==> src/rtl/load_store_unit.sv <==
// Load/store unit: turns an ALU effective address into one handshaked data-bus
// transaction, formats load/store data and flags misaligned or timed-out accesses.
module load_store_unit #(
  parameter int unsigned TIMEOUT_CYCLES = 255
) (
  input  logic        clk,
  input  logic        reset,
  input  logic [31:0] Address_i,
  input  logic [31:0] Store_Data_i,
  input  logic        Mem_Read_i,
  input  logic        Mem_Write_i,
  input  logic [2:0]  Funct3_i,
  output logic        Stall_o,
  output logic [31:0] Load_Data_o,
  output logic        Done_o,
  output logic        Misaligned_o,
  output logic        Bus_Error_o,
  output logic        Bus_Req_o,
  output logic        Bus_We_o,
  output logic [31:0] Bus_Addr_o,
  output logic [31:0] Bus_Wdata_o,
  output logic [3:0]  Bus_Be_o,
  input  logic [31:0] Bus_Rdata_i,
  input  logic        Bus_Ack_i
);

  typedef enum logic [1:0] {IDLE, BUSY, DONE} state_e;

  state_e      state_q, state_d;
  logic [31:0] addr_q, addr_d, wdata_q, wdata_d, ld_q, ld_d, cnt_q, cnt_d;
  logic [3:0]  be_q, be_d;
  logic [2:0]  f3_q, f3_d;
  logic        we_q, we_d, mis_q, mis_d, err_q, err_d;
  logic        req_in, timeout_hit;

  // funct3[1:0] selects the size; the illegal codes 011/110/111 fall into W.
  function automatic logic is_misaligned(input logic [2:0] f3, input logic [1:0] lane);
    case (f3[1:0])
      2'b00:   is_misaligned = 1'b0;
      2'b01:   is_misaligned = lane[0];
      default: is_misaligned = |lane;
    endcase
  endfunction

  function automatic logic [31:0] fmt_store(input logic [2:0] f3, input logic [31:0] d);
    case (f3[1:0])
      2'b00:   fmt_store = {4{d[7:0]}};
      2'b01:   fmt_store = {2{d[15:0]}};
      default: fmt_store = d;
    endcase
  endfunction

  function automatic logic [3:0] fmt_be(input logic [2:0] f3, input logic [1:0] lane);
    case (f3[1:0])
      2'b00:   fmt_be = 4'b0001 << lane;
      2'b01:   fmt_be = lane[1] ? 4'b1100 : 4'b0011;
      default: fmt_be = 4'b1111;
    endcase
  endfunction

  function automatic logic [31:0] fmt_load(input logic [2:0] f3, input logic [1:0] lane,
                                           input logic [31:0] rdata);
    logic        [7:0]  b;
    logic        [15:0] h;
    logic signed [7:0]  sb;
    logic signed [15:0] sh;
    b  = 8'(rdata >> {lane, 3'b000});
    h  = lane[1] ? rdata[31:16] : rdata[15:0];
    sb = signed'(b);
    sh = signed'(h);
    case (f3[1:0])
      2'b00:   fmt_load = f3[2] ? {24'd0, b} : 32'(sb);
      2'b01:   fmt_load = f3[2] ? {16'd0, h} : 32'(sh);
      default: fmt_load = rdata;
    endcase
  endfunction

  assign req_in      = Mem_Read_i | Mem_Write_i;
  assign timeout_hit = (TIMEOUT_CYCLES != 0) && (cnt_q == 32'(TIMEOUT_CYCLES - 1));

  always_comb begin
    state_d = state_q;
    addr_d  = addr_q;
    wdata_d = wdata_q;
    be_d    = be_q;
    f3_d    = f3_q;
    we_d    = we_q;
    mis_d   = mis_q;
    err_d   = err_q;
    ld_d    = ld_q;
    cnt_d   = cnt_q;
    case (state_q)
      IDLE: begin
        if (req_in) begin
          addr_d  = Address_i;
          f3_d    = Funct3_i;
          we_d    = Mem_Write_i;
          wdata_d = fmt_store(Funct3_i, Store_Data_i);
          be_d    = fmt_be(Funct3_i, Address_i[1:0]);
          mis_d   = is_misaligned(Funct3_i, Address_i[1:0]);
          err_d   = 1'b0;
          ld_d    = 32'd0;
          cnt_d   = 32'd0;
          state_d = mis_d ? DONE : BUSY;
        end
      end
      BUSY: begin
        // An ack coinciding with the last timeout cycle still completes normally.
        if (Bus_Ack_i) begin
          ld_d    = we_q ? 32'd0 : fmt_load(f3_q, addr_q[1:0], Bus_Rdata_i);
          state_d = DONE;
        end else if (timeout_hit) begin
          err_d   = 1'b1;
          ld_d    = 32'd0;
          state_d = DONE;
        end else begin
          cnt_d = cnt_q + 32'd1;
        end
      end
      default: state_d = IDLE;
    endcase
  end

  always_ff @(posedge clk) begin
    if (reset) begin
      state_q <= IDLE;
      addr_q  <= '0;
      wdata_q <= '0;
      be_q    <= '0;
      f3_q    <= '0;
      we_q    <= 1'b0;
      mis_q   <= 1'b0;
      err_q   <= 1'b0;
      ld_q    <= '0;
      cnt_q   <= '0;
    end else begin
      state_q <= state_d;
      addr_q  <= addr_d;
      wdata_q <= wdata_d;
      be_q    <= be_d;
      f3_q    <= f3_d;
      we_q    <= we_d;
      mis_q   <= mis_d;
      err_q   <= err_d;
      ld_q    <= ld_d;
      cnt_q   <= cnt_d;
    end
  end

  assign Stall_o      = ((state_q == IDLE) && req_in) || (state_q == BUSY);
  assign Done_o       = (state_q == DONE);
  assign Misaligned_o = Done_o & mis_q;
  assign Bus_Error_o  = Done_o & err_q;
  assign Load_Data_o  = Done_o ? ld_q : 32'd0;
  assign Bus_Req_o    = (state_q == BUSY);
  assign Bus_We_o     = Bus_Req_o & we_q;
  assign Bus_Be_o     = Bus_Req_o ? be_q : 4'b0000;
  assign Bus_Addr_o   = {addr_q[31:2], 2'b00};
  assign Bus_Wdata_o  = wdata_q;

endmodule
==> config.mk <==
export PLATFORM = sky130hd
export DESIGN_NAME = load_store_unit
export DESIGN_NICKNAME = d
export VERILOG_FILES = /design/src/rtl/load_store_unit.sv
export SDC_FILE = /design/constraint.sdc
export NUM_CORES = 1
export LEC_CHECK = 0
export ABC_CLOCK_PERIOD_IN_PS = 2550
export CAP_MARGIN = 25
export CORE_ASPECT_RATIO = 1.5
export CORE_UTILIZATION = 47
export DETAILED_ROUTE_END_ITERATION = 6
export GPL_ROUTABILITY_DRIVEN = 0
export PLACE_DENSITY = 0.79
export SYNTH_ARGS = -nofsm -noshare
export SYNTH_HDL_FRONTEND = slang
export SYNTH_SLANG_ARGS = --single-unit
==> constraint.sdc <==
create_clock -name clk -period 2.55 [get_ports clk]
set_input_delay 0.51 -clock clk [delete_from_list [all_inputs] [get_ports clk]]
set_output_delay 0.51 -clock clk [all_outputs]
set_load 0.1 [all_outputs]
=== Word-level counts from Yosys, hierarchy flattened ===
Index checks and enable logic that the tools add are counted.

* Register bits: 140
* Bits in latches: 0
* Memory bits (writable): 0
* Memory bits (read-only): 0
* Input port bits: 104
* Output and inout bits: 106
* Memories kept: 0

* Add/sub/neg operators: 1
* Multipliers: 0
* Div/mod/pow operators: 0
* Order comparisons: 0
* Equal/unequal tests: 10
* Shifts and indexed selects: 2
* Multiplexer cells: 29
* Bitwise gates (word level): 4
* Reduce and logical (&&, ||, !) cells: 12

{| class="wikitable"
|+ Operators by type and width
! kind !! count
|-
| $mux 32 || 9
|-
| $pmux 32 s2 || 4
|-
| $add 32x1->32 const B || 1
|-
| $eq 32x8->1 const B || 1
|-
| $shr 32x5->8 || 1
|-
| $mux 16 || 1
|-
| $mux 2 || 4
|-
| $mux 4 || 2
|-
| $pmux 4 s2 || 1
|-
| $reduce_and 4->1 || 2
|-
| $eq 2x1->1 const B || 3
|-
| $logic_not 2->1 || 3
|-
| $ne 2x2->1 const B || 3
|-
| $mux 1 || 5
|-
| $pmux 1 s2 || 2
|-
| $pmux 2 s2 || 1
|-
| $reduce_and 2->1 || 2
|-
| $shl 1x2->4 const A || 1
|-
| $and 1x1->1 || 3
|-
| $ne 3x1->1 const B || 1
|-
| $reduce_and 3->1 || 1
|-
| $eq 2x2->1 const B || 1
|-
| $ne 2x1->1 const B || 1
|-
| $reduce_bool 2->1 || 1
|-
| other kinds (4) || 4
|}

=== Logic depth before layout (Yosys ltp) ===
* Depth after elaboration: 7
* Gate-level depth with buffers: 9
* Mapped depth without buffers: 7

=== Least setup slack after synthesis ===
OpenSTA, ideal clock, no wires.

* Path kind: reg2out
* Start: register state_q[1]
* End: output Load_Data_o[22]
* Arrival time: 2518 ps
* Required time: 2040 ps
* Setup slack: -478 ps
* Cell stages (with the launch flop): 4
* Buffers on the path: 1
* Cell sequence: dfxtp_1 > nor2b_1 > clkbuf_1 > and2_1

* Cells in the longest elaborated chain, start to end: 2

{| class="wikitable"
|+ Ends and longest elaborated chain
! element !! line !! RTL
|-
| from (decl) || 29 || <nowiki>state_e state_q, state_d;</nowiki>
|-
| from (signal assigned) || 137 || <nowiki>state_q <= state_d;</nowiki>
|-
| $eq 2x2->1 || 151 || <nowiki>assign Done_o = (state_q == DONE);</nowiki>
|-
| net Done_o || 15 || <nowiki>output logic Done_o,</nowiki>
|-
| $mux 32 || 154 || <nowiki>assign Load_Data_o = Done_o ? ld_q : 32'd0;</nowiki>
|-
| to (decl) || 14 || <nowiki>output logic [31:0] Load_Data_o,</nowiki>
|}

The timed path passes the listed nets, and every way through them passes these cells.

=== Worst setup path after layout ===
* Start: register cnt_q[3]
* End: register cnt_q[28]

* Cells in the longest elaborated chain, start to end: 4
* Elaborated cells on any way between the ends: 7
* Those cells by class: add/sub: 1; eq/ne: 2; mux: 3; reduce/logical: 1

{| class="wikitable"
|+ Ends and longest elaborated chain
! element !! line !! RTL
|-
| from (decl) || 30 || <nowiki>logic [31:0] addr_q, addr_d, wdata_q, wdata_d, ld_q, ld_d, cnt_q, cnt_d;</nowiki>
|-
| from (signal assigned) || 146 || <nowiki>cnt_q <= cnt_d;</nowiki>
|-
| $add 32x1->32 || 117 || <nowiki>cnt_d = cnt_q + 32'd1;</nowiki>
|-
| $mux 32 || 112 || <nowiki>end else if (timeout_hit) begin</nowiki>
|-
| $mux 32 || 109 || <nowiki>if (Bus_Ack_i) begin</nowiki>
|-
| $pmux 32 s2 || 92 || <nowiki>case (state_q)</nowiki>
|}

Several ways; a longest one is shown, not always the timed one. The select of a mux whose other input is x is not followed.
A chain may end at the register's enable or synchronous reset.

==> summary.md <==
The flow ran to the end, and the final reports show no timing, DRC or antenna violations. Count of max-cap constraint violations: 0. The ratio of final minimum period to clock period was 90.6%; the final number of max-transition violations was 0. The clock root buffer is sky130_fd_sc_hd__clkbuf_16. The startpoint kind of the worst setup timing path was a register. Summed over all instances, the cell type with the most area after synthesis is sky130_fd_sc_hd__dfxtp_1.

The largest family of logic cells by synthesized area was simple AND/OR/NAND/NOR gates. The floorplan step defined a die boundary enclosing 14700 sq um. Of all nets on the critical path, the largest fanout is 10. STA puts the critical path data arrival time at 2.66 ns.

The violation count after the first detailed-routing iteration was 303; the wire length of the first global-routing pass was 30.2 mm. Antenna violation net count after detailed routing: 0. In this run, post-CTS hold repair placed 0 buffers. Count of cell types in the netlist: 48. Of the total synthesized cell area, the portion taken by AND, OR, NAND and NOR gates is 25.3%.

The placed cell area was 9040 sq um. Dividing the detail-routed wire length by the instance count gives 16.2 um. CTS built an H-tree with a depth of 4.

The kind of path behind the tightest hold check was reg2reg. The gate count of the mapped netlist is 837, and the power per cell area is 686 nW/um^2. The largest individual stage delay along the critical path comes from the cell sky130_fd_sc_hd__or4_1. Counting the fill cells in the layout gives 1088. The synthesized netlist occupies a cell area of 6660 sq um. The setup slack of the most critical reg-to-reg path was 0.24 ns; the clock-pin slew reported for the worst setup and hold paths after clock tree synthesis was 0.07 ns. Counting cells, the worst reg-to-reg path comes to 6.

The number of CTS-inserted buffers is 17, and the number of warnings printed during yosys synthesis is 0. Final count of negative-setup-slack endpoints: 0. Walking the worst path, the cells encountered are and4_1 -> nand4_4 -> or4_1 -> buf_4 -> or3_1 -> a21oi_1. The final layout contains 1111 nets. The post-route minimum period was 2.31 ns; the clock net sink count was 140.

Gates resized during post-CTS repair numbered 0. Entering global routing, the biggest net connects 79 pins. The clock passes through at most 2 buffers. In this run the biggest area consumer among cell types represents 42.1% of the synthesized area. Total congestion overflow: 0. The largest single stage delay on the critical path is 0.60 ns. The run gives 2.90 ns as the required time of the worst setup path.

The worst pin sits at a relative slew slack of 41.4%. After synthesis, the share of cell area in mux cells is 4.08%. The first TritonRoute pass finished after 5 iterations.

The footprint of the multi-input gates was 3400 sq um. Ranked by total cell area, the synthesized netlist is headed by sky130_fd_sc_hd__dfxtp_1, sky130_fd_sc_hd__nand2_1, sky130_fd_sc_hd__a21oi_1. TritonCTS built the clock tree. The number of register bits inferred by synthesis was 140.

The final antenna diode count is 0. In the global route stage, overall resource usage came out at 26.2%. Placement row count: 52. For the number of global-route vias before repair, the log shows 6121. Timing would allow up to 433 MHz. The logs give 2800 sq um for the register area and 6591 for the count of vias placed by the detailed router. The initial core utilization was 48.7%. The total leakage power is 0.00369 uW.

After detailed routing, the number of remaining DRC violations is 0. The synthesized-area fraction occupied by adder cells came out at 0.376%. The critical hold path startpoint was addr_q[25].

Compared with the post-synthesis result, the final layout area differs by 43.9%. The horizontal die dimension is 99.2 um. The die outline height is 148 um. The terminus of the critical flop-to-flop path is cnt_q[28]. Of the cells placed in the final design, the portion with a size suffix greater than 1 is 18.8%. The tools report the number of antenna violations at the first check in global routing as 0.

The critical path is of the reg2reg type. The kind of cell adding the most delay to the critical path is simple AND/OR/NAND/NOR gates. Setup repair after global routing left no endpoint under its margin. The final layout contains routed wiring with a total length of 19.1 mm.

The logs give 13700 sq um for the placeable core region and 70.2% for the end-of-flow core utilization. For the pin with the worst max-slew slack, the measured transition is 0.879 ns. In this run the tool buffered the top-level ports with 207 buffer cells.

The tools report the cell area after layout as 9590 sq um. Dividing the detail-routed via count by the number of cells gives 5.59. Post-CTS timing repair inserted 0 buffers for setup. After synthesis, flip-flops and latches occupy 42.1% of the total area.

In this run the critical register-to-register path is launched from cnt_q[3]. Between clock sinks in the finished design, the worst skew comes to 0.0171 ns. The clock insertion delay at the later pin of the skew report is 0.42 ns.

For hold timing, the worst endpoint is addr_q[25]. 210 I/O pins were placed. The wire-length estimate of the detail-placed layout is 13.9 mm. The number of buffers and inverters on the critical path was 1. The kind of end point of the critical path was a register. The synthesized-area fraction occupied by ao, oa, aoi and oai cells is 19.3%. The depth of the worst hold-timing path came out at 2. The tools report the peak supply drop as 0.000394 V. The sum of negative setup slack is 0 ns, and the mean post-synth cell area is 7.96 sq um. Summing the areas of all xor and xnor instances in the mapped netlist gives 1.18% of the synthesized area. Hold violation count in the final report: 0.
[cell families after synthesis]
kind of cell | count (synthesis)
simple gates | 347
compound gates | 211
flops | 140
buf+inv | 101
mux | 26
xor+xnor | 9
fa+ha+maj | 2
other cells | 1
[worst reg2reg max path, cell delays in order (launching register included)]
cell and delay, ns:
sky130_fd_sc_hd__dfxtp_1 0.39, sky130_fd_sc_hd__and4_1 0.37, sky130_fd_sc_hd__nand4_4 0.20, sky130_fd_sc_hd__or4_1 0.61, sky130_fd_sc_hd__buf_4 0.19, sky130_fd_sc_hd__or3_1 0.34
sky130_fd_sc_hd__a21oi_1 0.14
[layout make-up]
cell class              count  share of cell area (%)
clock buffers              20                    4.76
clock inverters            12                   0.914
inverters                  12                   0.470
multi-input cells         597                    35.4
flip-flops and latches    140                    29.2
well taps                 162                    2.11
repair buffers            237                    27.1
[where the power goes]
group / switching, uW / internal [uW] / leakage [uW]
logic: 1350 / 547 / 0.00229
registers: 80.7 / 2330 / 0.00114
clock network: 976 / 1300 / 0.000255
[cell usage in the layout, fill, tap and decap left out, types with 7 or more instances in the layout]
cell type / count
sky130_fd_sc_hd__mux2i_1: 17
sky130_fd_sc_hd__inv_1: 12
sky130_fd_sc_hd__mux2_2: 9
sky130_fd_sc_hd__nor2_1: 52
sky130_fd_sc_hd__buf_12: 45
sky130_fd_sc_hd__a31oi_1: 7
sky130_fd_sc_hd__nand2_1: 147
sky130_fd_sc_hd__nor3_1: 14
sky130_fd_sc_hd__xnor2_1: 7
sky130_fd_sc_hd__o2bb2ai_1: 15
sky130_fd_sc_hd__a21oi_1: 84
sky130_fd_sc_hd__nand3_1: 14
sky130_fd_sc_hd__and2_2: 8
sky130_fd_sc_hd__o21ai_0: 51
sky130_fd_sc_hd__a22o_1: 17
sky130_fd_sc_hd__and2_1: 33
sky130_fd_sc_hd__buf_4: 89
sky130_fd_sc_hd__a211oi_1: 9
sky130_fd_sc_hd__dfxtp_1: 140
sky130_fd_sc_hd__or3_1: 17
sky130_fd_sc_hd__clkbuf_16: 17
sky130_fd_sc_hd__clkdlybuf4s50_1: 102
sky130_fd_sc_hd__nand4_1: 12
sky130_fd_sc_hd__a311oi_1: 8
sky130_fd_sc_hd__nand2b_1: 21
[Yosys cell counts (all sizes together)]
| library cell | instances |
|---|---|
| nor4 | 7 |
| a22oi | 1 |
| nand3b | 2 |
| nor4b | 3 |
| o22ai | 4 |
| or4 | 5 |
| a22o | 17 |
| nor2b | 3 |
| o21a | 2 |
| buf | 40 |
| xnor2 | 7 |
| or4b | 1 |
| nand2b | 21 |
| o21ai | 53 |
| a211oi | 9 |
| o211a | 1 |
| xor2 | 2 |
| o32ai | 1 |
| or2 | 1 |
| nand4 | 13 |
| o2111a | 1 |
| inv | 12 |
| o31ai | 5 |
| mux2 | 9 |
| ha | 2 |
| a32oi | 1 |
| mux2i | 17 |
| dfxtp | 140 |
| o221ai | 1 |
| or3 | 17 |
| o2bb2ai | 15 |
| conb | 1 |
| nor3 | 14 |
| a31oi | 7 |
| clkbuf | 49 |
| nand2 | 147 |
| and4 | 3 |
| and2 | 41 |
| a311oi | 8 |
| nor2 | 52 |
| and3 | 3 |
| nand3 | 14 |
| a21oi | 85 |
[state kept, by name, indices dropped and copies added (netlist names)]
| name | count |
|---|---|
| Bus_Wdata_o | 32 |
| we_q | 1 |
| addr_q | 32 |
| cnt_q | 32 |
| be_q | 4 |
| mis_q | 1 |
| ld_q | 32 |
| state_q | 2 |
| err_q | 1 |
| f3_q | 3 |
[layer usage]
layer,GRT usage (%),vias to the layer above,routed length [um],part of all wire (%)
li1,-,3229,-,-
met1,28.1,3060,7210,38
met2,47.0,246,9870,52
met3,6.10,56,1110,5.8
met4,14.5,0,874,4.6
met5,0,-,0,0
[worst max path at each step]
stage,from,to,slack (ns),depth (start not counted)
finish,cnt_q[3],cnt_q[28],0.24,6
detailed placement,Bus_Ack_i,cnt_q[28],0.02,7
floorplan,state_q[1],Load_Data_o[22],-0.02,3
global placement,Bus_Ack_i,ld_q[29],-0.17,5
global route,cnt_q[3],cnt_q[26],0.12,6
CTS,cnt_q[3],cnt_q[28],0.26,6
[stage by stage]
stage	cells	setup WS, ns	total power (uW)	hold slack [ns]
global placement	1147	-0.171	4330	0.437
detailed placement	1148	0.0159	4350	0.443
floorplan	838	-0.0223	3810	0.424
global route	1180	0.122	6810	0.469
CTS	1180	0.256	6610	0.455
finish	1180	0.240	6580	0.454
No activity file was read; power rests on OpenSTA's default activity.
